### src/rtl/demux_1x2_buf.sv
// 1-to-2 demultiplexer with a one-entry valid/ready buffer per output channel.
// Define DEMUX_AUTO_SEL_EN to ignore sel and alternate channels with an internal pointer.
module demux_1x2_buf #(
    parameter int WIDTH = 8
) (
    input  logic             clk,
    input  logic             rst_n,
    input  logic [WIDTH-1:0] din,
    input  logic             din_valid,
    output logic             din_ready,
    input  logic             sel,
    output logic [WIDTH-1:0] out0,
    output logic             out0_valid,
    input  logic             out0_ready,
    output logic [WIDTH-1:0] out1,
    output logic             out1_valid,
    input  logic             out1_ready
);

    logic       active;
    logic       accept;
    logic [1:0] valid_vec;
    logic [1:0] ready_vec;
    logic [1:0] load_vec;

    assign ready_vec = {out1_ready, out0_ready};

`ifdef DEMUX_AUTO_SEL_EN
    logic ptr_reg;
    logic unused_sel;

    // Strict alternation: the pointer only advances when a word is actually taken.
    always_ff @(posedge clk or negedge rst_n) begin
        if (!rst_n) begin
            ptr_reg <= 1'b0;
        end else if (accept) begin
            ptr_reg <= ~ptr_reg;
        end
    end

    assign active     = ptr_reg;
    assign unused_sel = sel;
`else
    assign active = sel;
`endif

    // A full buffer can still accept if it is being drained on the same edge.
    assign din_ready = !valid_vec[active] || ready_vec[active];
    assign accept    = din_valid && din_ready;

    generate
        for (genvar gi = 0; gi < 2; gi++) begin : ch
            logic [WIDTH-1:0] data_reg;
            logic             valid_reg;

            assign load_vec[gi] = accept && (active == 1'(gi));

            always_ff @(posedge clk or negedge rst_n) begin
                if (!rst_n) begin
                    data_reg  <= '0;
                    valid_reg <= 1'b0;
                end else if (load_vec[gi]) begin
                    data_reg  <= din;
                    valid_reg <= 1'b1;
                end else if (valid_reg && ready_vec[gi]) begin
                    valid_reg <= 1'b0;
                end
            end

            assign valid_vec[gi] = valid_reg;
        end
    endgenerate

    assign out0       = ch[0].data_reg;
    assign out0_valid = valid_vec[0];
    assign out1       = ch[1].data_reg;
    assign out1_valid = valid_vec[1];

endmodule

### config.mk
export PLATFORM = sky130hd
export DESIGN_NAME = demux_1x2_buf
export DESIGN_NICKNAME = d
export VERILOG_FILES = /design/src/rtl/demux_1x2_buf.sv
export SDC_FILE = /design/constraint.sdc
export NUM_CORES = 1
export LEC_CHECK = 0
export BUFFER_PORTS_ARGS = -buffer_cell sky130_fd_sc_hd__buf_4
export CAP_MARGIN = 5
export CORE_MARGIN = 4
export CORE_UTILIZATION = 45
export DETAILED_ROUTE_END_ITERATION = 8
export PLACE_DENSITY = 0.87
export SETUP_SLACK_MARGIN = 0.05
export SYNTH_ARGS = -nofsm -noshare
export SYNTH_HDL_FRONTEND = slang
export SYNTH_SLANG_ARGS = --single-unit
### constraint.sdc
create_clock -name clk -period 1.7 [get_ports clk]
set_input_delay 0 -clock clk [delete_from_list [all_inputs] [get_ports clk]]
set_output_delay 0 -clock clk [all_outputs]
set_load 0.05 [all_outputs]
# Word level (Yosys, flattened, before mapping)
# Index checks and enable logic that the tools add are counted.
[classes]
n_mux = 8
order_cmp = 1
reduce_logical = 9
n_bitwise = 1
[ops]
columns = ["cell", "n"]
rows = [
  ["$mux 1", 8],
  ["$logic_and 1x1->1", 5],
  ["$reduce_bool 2->1", 2],
  ["$lt 1x2->1 const B", 1],
  ["$logic_not 1->1", 1],
  ["$logic_or 1x1->1", 1],
  ["$not 1->1", 1],
]
[totals]
in_bits = 14
out_inout_bits = 19
ff_bits = 18
word_cells = 23

# Logic depth before layout (Yosys ltp)
# Gate-level depths: netlist (run 1).
[logic_depth]
ltp_word = 7
ltp_mapped = 3
ltp_nobuf = 3

# Least setup slack after synthesis (run 1)
# Ideal clock, no wire load.
[synth_timing]
kind = "flip-flop to output port"
startpoint = "register ch[1].valid_reg, in the netlist out1_valid"
endpoint = "output din_ready"
path_buffers = 0
setup_slack_ns = 0.135
path_stages_with_launch = 3
t_arrival_ns = 1.565
t_required_ns = 1.700
path_cell_list = "dfrtp_1 -> nor2b_4 -> a21oi_1"
[synth_between]
elab_chain_len = 4
[synth_lines]
columns = ["element", "line", "text"]
rows = [
  ["start: declaration", "54", "logic valid_reg;"],
  ["start signal: assignment", "61", "valid_reg <= 1'b0;"],
  ["start signal: assignment", "64", "valid_reg <= 1'b1;"],
  ["start signal: assignment", "66", "valid_reg <= 1'b0;"],
  ["$mux 1 (not written as such) (2 in series)", "48", "assign din_ready = !valid_vec[active] || ready_vec[active];"],
  ["$logic_not 1->1", "48", ""],
  ["$logic_or 1x1->1", "48", ""],
  ["end: declaration", "10", "output logic din_ready,"],
]
# No other way between the ends. The select of a mux whose other input is x is not followed.

# Final worst setup path (run 1)
[layout_timing]
startpoint = "register ch[0].valid_reg, in the netlist out0_valid"
endpoint = "register ch[0].valid_reg, in the netlist out0_valid"
[layout_between]
elab_chain_len = 7
elab_cells_between_ends = 9
cone_classes = "3 x mux; 6 x reduce/logical"
[layout_lines]
columns = ["element", "line", "text"]
rows = [
  ["start: declaration", "54", ""],
  ["start signal: assignment", "61", ""],
  ["start signal: assignment", "64", ""],
  ["start signal: assignment", "66", ""],
  ["$mux 1 (not written as such) (2 in series)", "48", ""],
  ["$logic_not 1->1", "48", ""],
  ["$logic_or 1x1->1", "48", ""],
  ["$logic_and 1x1->1", "49", "assign accept = din_valid && din_ready;"],
  ["$logic_and 1x1->1", "56", "assign load_vec[gi] = accept && (active == 1'(gi));"],
  ["$mux 1 or $reduce_bool 2->1 (tied branches)", "--", ""],
]
# Parallel ways exist; a longest one is shown, timed or not. The select of a mux whose other input is x is not followed.
# A chain may end at the register's enable or synchronous reset.

==> flow_metrics.py, run 1 <==
metrics = {
    "yosys": {
        "synth_cells": 44,
        "synth_cell_types": 13,
        "synth_seq_cells": 18,
        "avgSynthCellArea_um2": 16.4,
        "syn_area_um2": 723,
        "yosysWarnings": 0,
        "ys_seq_area_share_pct": 62.3,
        "synth.net_count": 58,
    },
    "global_route": {
        "grt_pass1_wl_um": 2260,
        "grt_remaining_overflow": 0,
        "grt_max_degree": 19,
        "antenna_found_initial": 0,
        "grt_util_all_layers_pct": 14.5,
        "grt_pass1_vias": 524,
    },
    "sta": {
        "hold_slack_ns": 0.0155,
        "tightest_slew_ns": 0.225,
        "setup_viol": 0,
        "post-route-min-period_ns": 1.27,
        "drv_slew": 0,
        "slew_headroom_pct": 85.0,
        "final.setup.worst_slack_ns": 0.430,
        "max_freq_mhz": 788,
        "skew_ns": 0.00587,
        "hold_viol_final": 0,
        "fin_crit_sh_pct": 74.7,
        "tns_ns": 0,
        "grt_setup_unrepaired": "no",
    },
    "worst_setup_path": {
        "r2r_end": "out0_valid",
        "start_kind": "flop",
        "crit_fanout": 3,
        "worstSetupPathType": "flop to flop",
        "r2r-start": "out0_valid",
        "endpoint_kind": "flop",
        "worstPathRequired_ns": 1.88,
        "crit_arrival_ns": 1.45,
        "ff2ff_path_depth": 3,
        "reg2reg_slack_ns": 0.43,
    },
    "clocking": {
        "cts_buffer_depth": 2,
        "cts_tree": "done",
        "cts-buffers-inserted": 3,
        "worst_skew_pair.late_latency_ns": 0.29,
        "cts-resized-gates": 0,
        "cts_root_buf": "clkbuf_4",
        "cts_post_setup_buffers_inserted": 0,
        "postCtsHoldBufs": 11,
        "cts_sinks": 18,
        "htreeDepth": 1,
        "path_clk_slew_ns": 0.10,
    },
    "routing": {
        "vias_per_cell": 4.81,
        "via_count": 515,
        "routed_wl_um": 1510,
        "drc": 0,
        "drt_pre_antenna_iters": 3,
        "wl_per_cell_um": 14.1,
        "drt_iter0_markers": 4,
        "ant_nets": 0,
    },
    "place": {
        "numPortBuffers": 32,
        "place_ws_ns": 0.534,
        "gp_congestion": 0.642,
        "hpwl_um": 1110,
    },
    "floorplanning": {
        "ios": 33,
        "die_h_um": 48.1,
        "die_x_um": 48.1,
        "core_area_um2": 1510,
        "dieArea_um2": 2310,
        "initial_core_util_pct": 48.0,
        "fp-row-count": 14,
    },
    "power_and_ir_drop": {
        "p_leak_nw": 0.545,
        "p_per_area_nw_per_um2": 1200,
        "ir_drop_uv": 863,
        "p_total_mw": 1.36,
    },
    "finish": {
        "antenna_cells": 0,
        "layout-drive-gt1-share_pct": 59.3,
        "syn_to_final_growth_pct": 56.2,
        "mostFrequentLayoutCells": "32 x buf_4, 18 x dfrtp_1, 13 x mux2_2, 11 x dlygate4sd3_1",
        "layout_commonest_cell": "buf_4",
        "fin_nets": 106,
        "utilization_pct": 75.0,
    },
    "min_path": {
        "min_to": "out1_valid",
        "min_from": "out1_ready",
        "min_path_cells": 3,
        "hold_path_class": "primary input to flop",
    },
    "outcome": {
        "outcome": "completed",
    },
    "flow_run": {
        "maxCapViolCount": 0,
    },
}
[critical path, stage by stage (launching register included)]
cell	delay, ns
dfrtp_1	0.41
nand2b_2	0.12
o21ai_0	0.09
dlygate4sd3_1	0.55
[worst max-delay path by stage]
stage | cells after the start | from | endpoint
after CTS | 3 | out0_valid | out0_valid
after global routing | 3 | out0_valid | out0_valid
after detailed placement | 3 | out1_valid | out1[0]
after floorplan | 2 | out1_valid | din_ready
after global placement | 3 | out1_valid | out1[0]
final | 3 | out0_valid | out0_valid
[power breakdown]
part,switching [mW],internal [mW],total [mW]
Clock,0.132,0.130,0.262
Sequential,0.0379,0.501,0.539
Combinational,0.359,0.196,0.556
Total,0.529,0.828,1.36
[state kept, by name, summed over array words and instances, names as in the netlist]
register	count
out1_valid	1
out0	8
out1	8
out0_valid	1
[cells in the mapped netlist]
cell type / n / area share (%)
mux2_1: 3 / 4.7
nor2_1: 1 / 0.52
mux2_2: 13 / 20
nand2_2: 1 / 0.87
inv_1: 1 / 0.52
a21oi_1: 1 / 0.69
dfrtp_1: 18 / 62
nand2b_1: 1 / 0.87
nand2b_2: 1 / 1.2
nor2_8: 1 / 2.8
nand3b_4: 1 / 2.8
nor2b_4: 1 / 1.9
o21ai_0: 1 / 0.69
[metrics by stage]
step / std cells / instance area [um2]
floorplan: 44 / 723
global placement: 92 / 983
finish: 107 / 1130
global route: 107 / 1130
CTS: 107 / 1130
detailed placement: 92 / 983
[routing by layer]
layer	vias up	wire (um)	GRT usage (%)
li1	249	-	-
met1	248	595	17.9
met2	18	781	24.5
met3	0	129	2.95
met4	0	0	6.45
met5	-	0	0
[layout make-up]
| type | count | area [um2] |
|---|---|---|
| clock buffers | 4 | 36.3 |
| fillers | 99 | 377 |
| inverters | 1 | 3.75 |
| multi-input cells | 25 | 269 |
| flip-flops and latches | 18 | 450 |
| well taps | 16 | 20.0 |
| repair buffers | 43 | 350 |
[logic make-up (layout without fill, tap and decap cells)]
logic type	after synthesis	after routing	synth area share (%)
AOI/OAI and AO/OA	2	2	1.38
buffers and inverters	1	48	0.519
DFF	18	18	62.3
muxes	16	16	24.9
and+or+nand+nor	7	7	10.9
(Power assumes the default switching activity.)
==> inputs of run 2 (changes only) <==
--- a/config.mk
+++ b/config.mk
@@ -8,9 +8,9 @@
 export BUFFER_PORTS_ARGS = -buffer_cell sky130_fd_sc_hd__buf_4
 export CAP_MARGIN = 5
 export CORE_MARGIN = 4
-export CORE_UTILIZATION = 45
+export CORE_UTILIZATION = 40
 export DETAILED_ROUTE_END_ITERATION = 8
-export PLACE_DENSITY = 0.87
+export PLACE_DENSITY = 0.83
 export SETUP_SLACK_MARGIN = 0.05
 export SYNTH_ARGS = -nofsm -noshare
 export SYNTH_HDL_FRONTEND = slang
==> constraint.sdc (replaced) <==
create_clock -name clk -period 1 [get_ports clk]
set_input_delay 0 -clock clk [delete_from_list [all_inputs] [get_ports clk]]
set_output_delay 0 -clock clk [all_outputs]
set_load 0.05 [all_outputs]
==> run 2 against run 1 <==
  * Sequential share of layout area decreased by 3.9 points
  * The run now ends with negative setup slack left
  * Setup slack worse by 0.66 ns
  * Clock power increased by 65%
  * First-iteration DRC count fell by 25%
  * Die area is 10% higher
  * Register-to-register slack worse by 0.64 ns
  * Sequential power up 74%
  * Highest routed layer is now met4
  * Global-route usage increased by 2.6 points
  * Power is 80% higher
  * Clock skew down 0.0014 ns
  * Non-clock buffer count up 3
  * Design area up 12%
==> flow_metrics.py, run 2 (synthesized netlist as in run 1, its figures left out) <==
metrics = {
    "floorplanning": {
        "fp-row-count": 15,
        "ios": 33,
        "core_area_um2": 1730,
        "die_h_um": 50.5,
        "dieArea_um2": 2550,
        "die_x_um": 50.5,
        "initial_core_util_pct": 41.9,
    },
    "sta": {
        "fin_crit_sh_pct": 123,
        "tightest_slew_ns": 0.236,
        "tns_ns": -2.82,
        "max_freq_mhz": 814,
        "drv_slew": 0,
        "post-route-min-period_ns": 1.23,
        "hold_viol_final": 0,
        "skew_ns": 0.00442,
        "slew_headroom_pct": 84.3,
        "final.setup.worst_slack_ns": -0.228,
        "setup_viol": 17,
        "grt_setup_unrepaired": "yes",
    },
    "clocking": {
        "cts-buffers-inserted": 3,
        "cts_sinks": 18,
        "cts_buffer_depth": 2,
        "path_clk_slew_ns": 0.09,
        "worst_skew_pair.late_latency_ns": 0.28,
        "cts_tree": "done",
        "htreeDepth": 1,
        "cts_root_buf": "clkbuf_4",
    },
    "worst_setup_path": {
        "reg2reg_slack_ns": -0.21,
        "crit_fanout": 2,
        "endpoint_kind": "output port",
        "worstSetupPathType": "flop to output port",
        "r2r_end": "out1[3]",
        "start_kind": "flop",
        "worstPathRequired_ns": 1.00,
        "crit_arrival_ns": 1.23,
        "r2r-start": "out1_valid",
        "ff2ff_path_depth": 3,
    },
    "min_path": {
        "min_path_cells": 3,
        "min_to": "out1_valid",
        "min_from": "din_valid",
        "hold_path_class": "primary input to flop",
    },
    "finish": {
        "fin_nets": 109,
        "stdcell_area_um2": 1260,
        "layout_commonest_cell": "buf_4",
        "nFillCells": 131,
        "antenna_cells": 0,
        "layout-drive-gt1-share_pct": 68.1,
        "mostFrequentLayoutCells": "31 x buf_4, 16 x dfrtp_1, 15 x mux2_4, 11 x dlygate4sd3_1",
        "syn_to_final_growth_pct": 74.2,
    },
    "global_route": {
        "grt_pass1_wl_um": 3110,
        "grt_util_all_layers_pct": 17.2,
        "grt_max_degree": 19,
        "grt_remaining_overflow": 0,
        "antenna_found_initial": 0,
        "grt_pass1_vias": 635,
    },
    "place": {
        "postPlaceCellArea_um2": 1060,
        "place_ws_ns": -0.157,
        "hpwl_um": 1210,
        "numPortBuffers": 32,
        "gp_congestion": 0.715,
    },
    "power_and_ir_drop": {
        "p_total_mw": 2.44,
        "p_leak_nw": 0.633,
        "p_per_area_nw_per_um2": 1940,
        "ir_drop_uv": 1120,
    },
    "routing": {
        "vias_per_cell": 4.66,
        "routed_wl_um": 1970,
        "drc": 0,
        "drt_pre_antenna_iters": 4,
        "wl_per_cell_um": 16.6,
        "via_count": 555,
        "drt_iter0_markers": 3,
        "ant_nets": 0,
    },
    "flow_run": {
        "maxCapViolCount": 0,
    },
    "outcome": {
        "outcome": "finished with violations",
        "violations": "negative setup slack",
    },
}
==> run 2: cell count changes in the layout (fill, tap and decap cells not counted), moves of 2 or more <==
cell     previous run  this run
buf_6               0         3
mux2_4              0        15
dfrtp_1            18        16
dfrtp_2             0         2
mux2_2             13         1
mux2_1              3         0
==> run 2: where the power goes <==
part           total, mW  internal, mW  leakage (nW)  switching, mW
Sequential         0.937         0.854         0.210         0.0835
Combinational       1.07         0.427         0.402          0.644
Clock              0.432         0.221        0.0210          0.211
==> run 2: area by class of cell <==
class	count	area, um2	area share, %
repair buffers	46	392	31.1
multi-input cells	25	344	27.3
well taps	25	31.3	2.48
clock buffers	4	36.3	2.88
flip-flops and latches	18	453	35.9
inverters	1	3.75	0.298
==> run 2: stage by stage <==
stage | std cells | util (%) | hold WS (ns)
CTS | 118 | 72.4 | -0.0379
detailed placement | 104 | 61.3 | -0.120
floorplan | 44 | - | -0.296
finish | 119 | 73.0 | 0.0351
global placement | 104 | 61.3 | -0.124
global route | 119 | 73.0 | 0.0410
==> run 2: worst max-delay path, stage by stage, from the launching register on <==
cell and delay (ns):
dfrtp_2 0.41, nor2b_4 0.14, buf_6 0.12, a21oi_4 0.11
buf_6 0.17
==> run 2: layer usage <==
metal | global-route usage, % | vias up | wire length [um]
li1 | - | 253 | -
met1 | 19.3 | 279 | 717
met2 | 31.7 | 21 | 1130
met3 | 2.08 | 2 | 106
met4 | 8.07 | 0 | 22
met5 | 0 | - | 0
==> run 2: worst max-delay path by stage <==
stage / start / end / slack (ns) / cells after the start
floorplan: out1_valid / out1[0] / -0.27 / 3
global placement: out0_valid / out0[3] / -0.14 / 3
detailed placement: out1_valid / out1[6] / -0.16 / 3
CTS: out1_valid / din_ready / -0.25 / 4
global route: out1_valid / din_ready / -0.28 / 4
finish: out1_valid / din_ready / -0.23 / 4
==> run 2: what timing repair did <==
action,4_1_cts,5_1_grt
hold buffers,10,1
setup endpoints to repair,18,18
hold endpoints to repair,35,1
buffers inserted,0,0
pin swaps,1,0
resized for setup,14,0
cloned,0,0
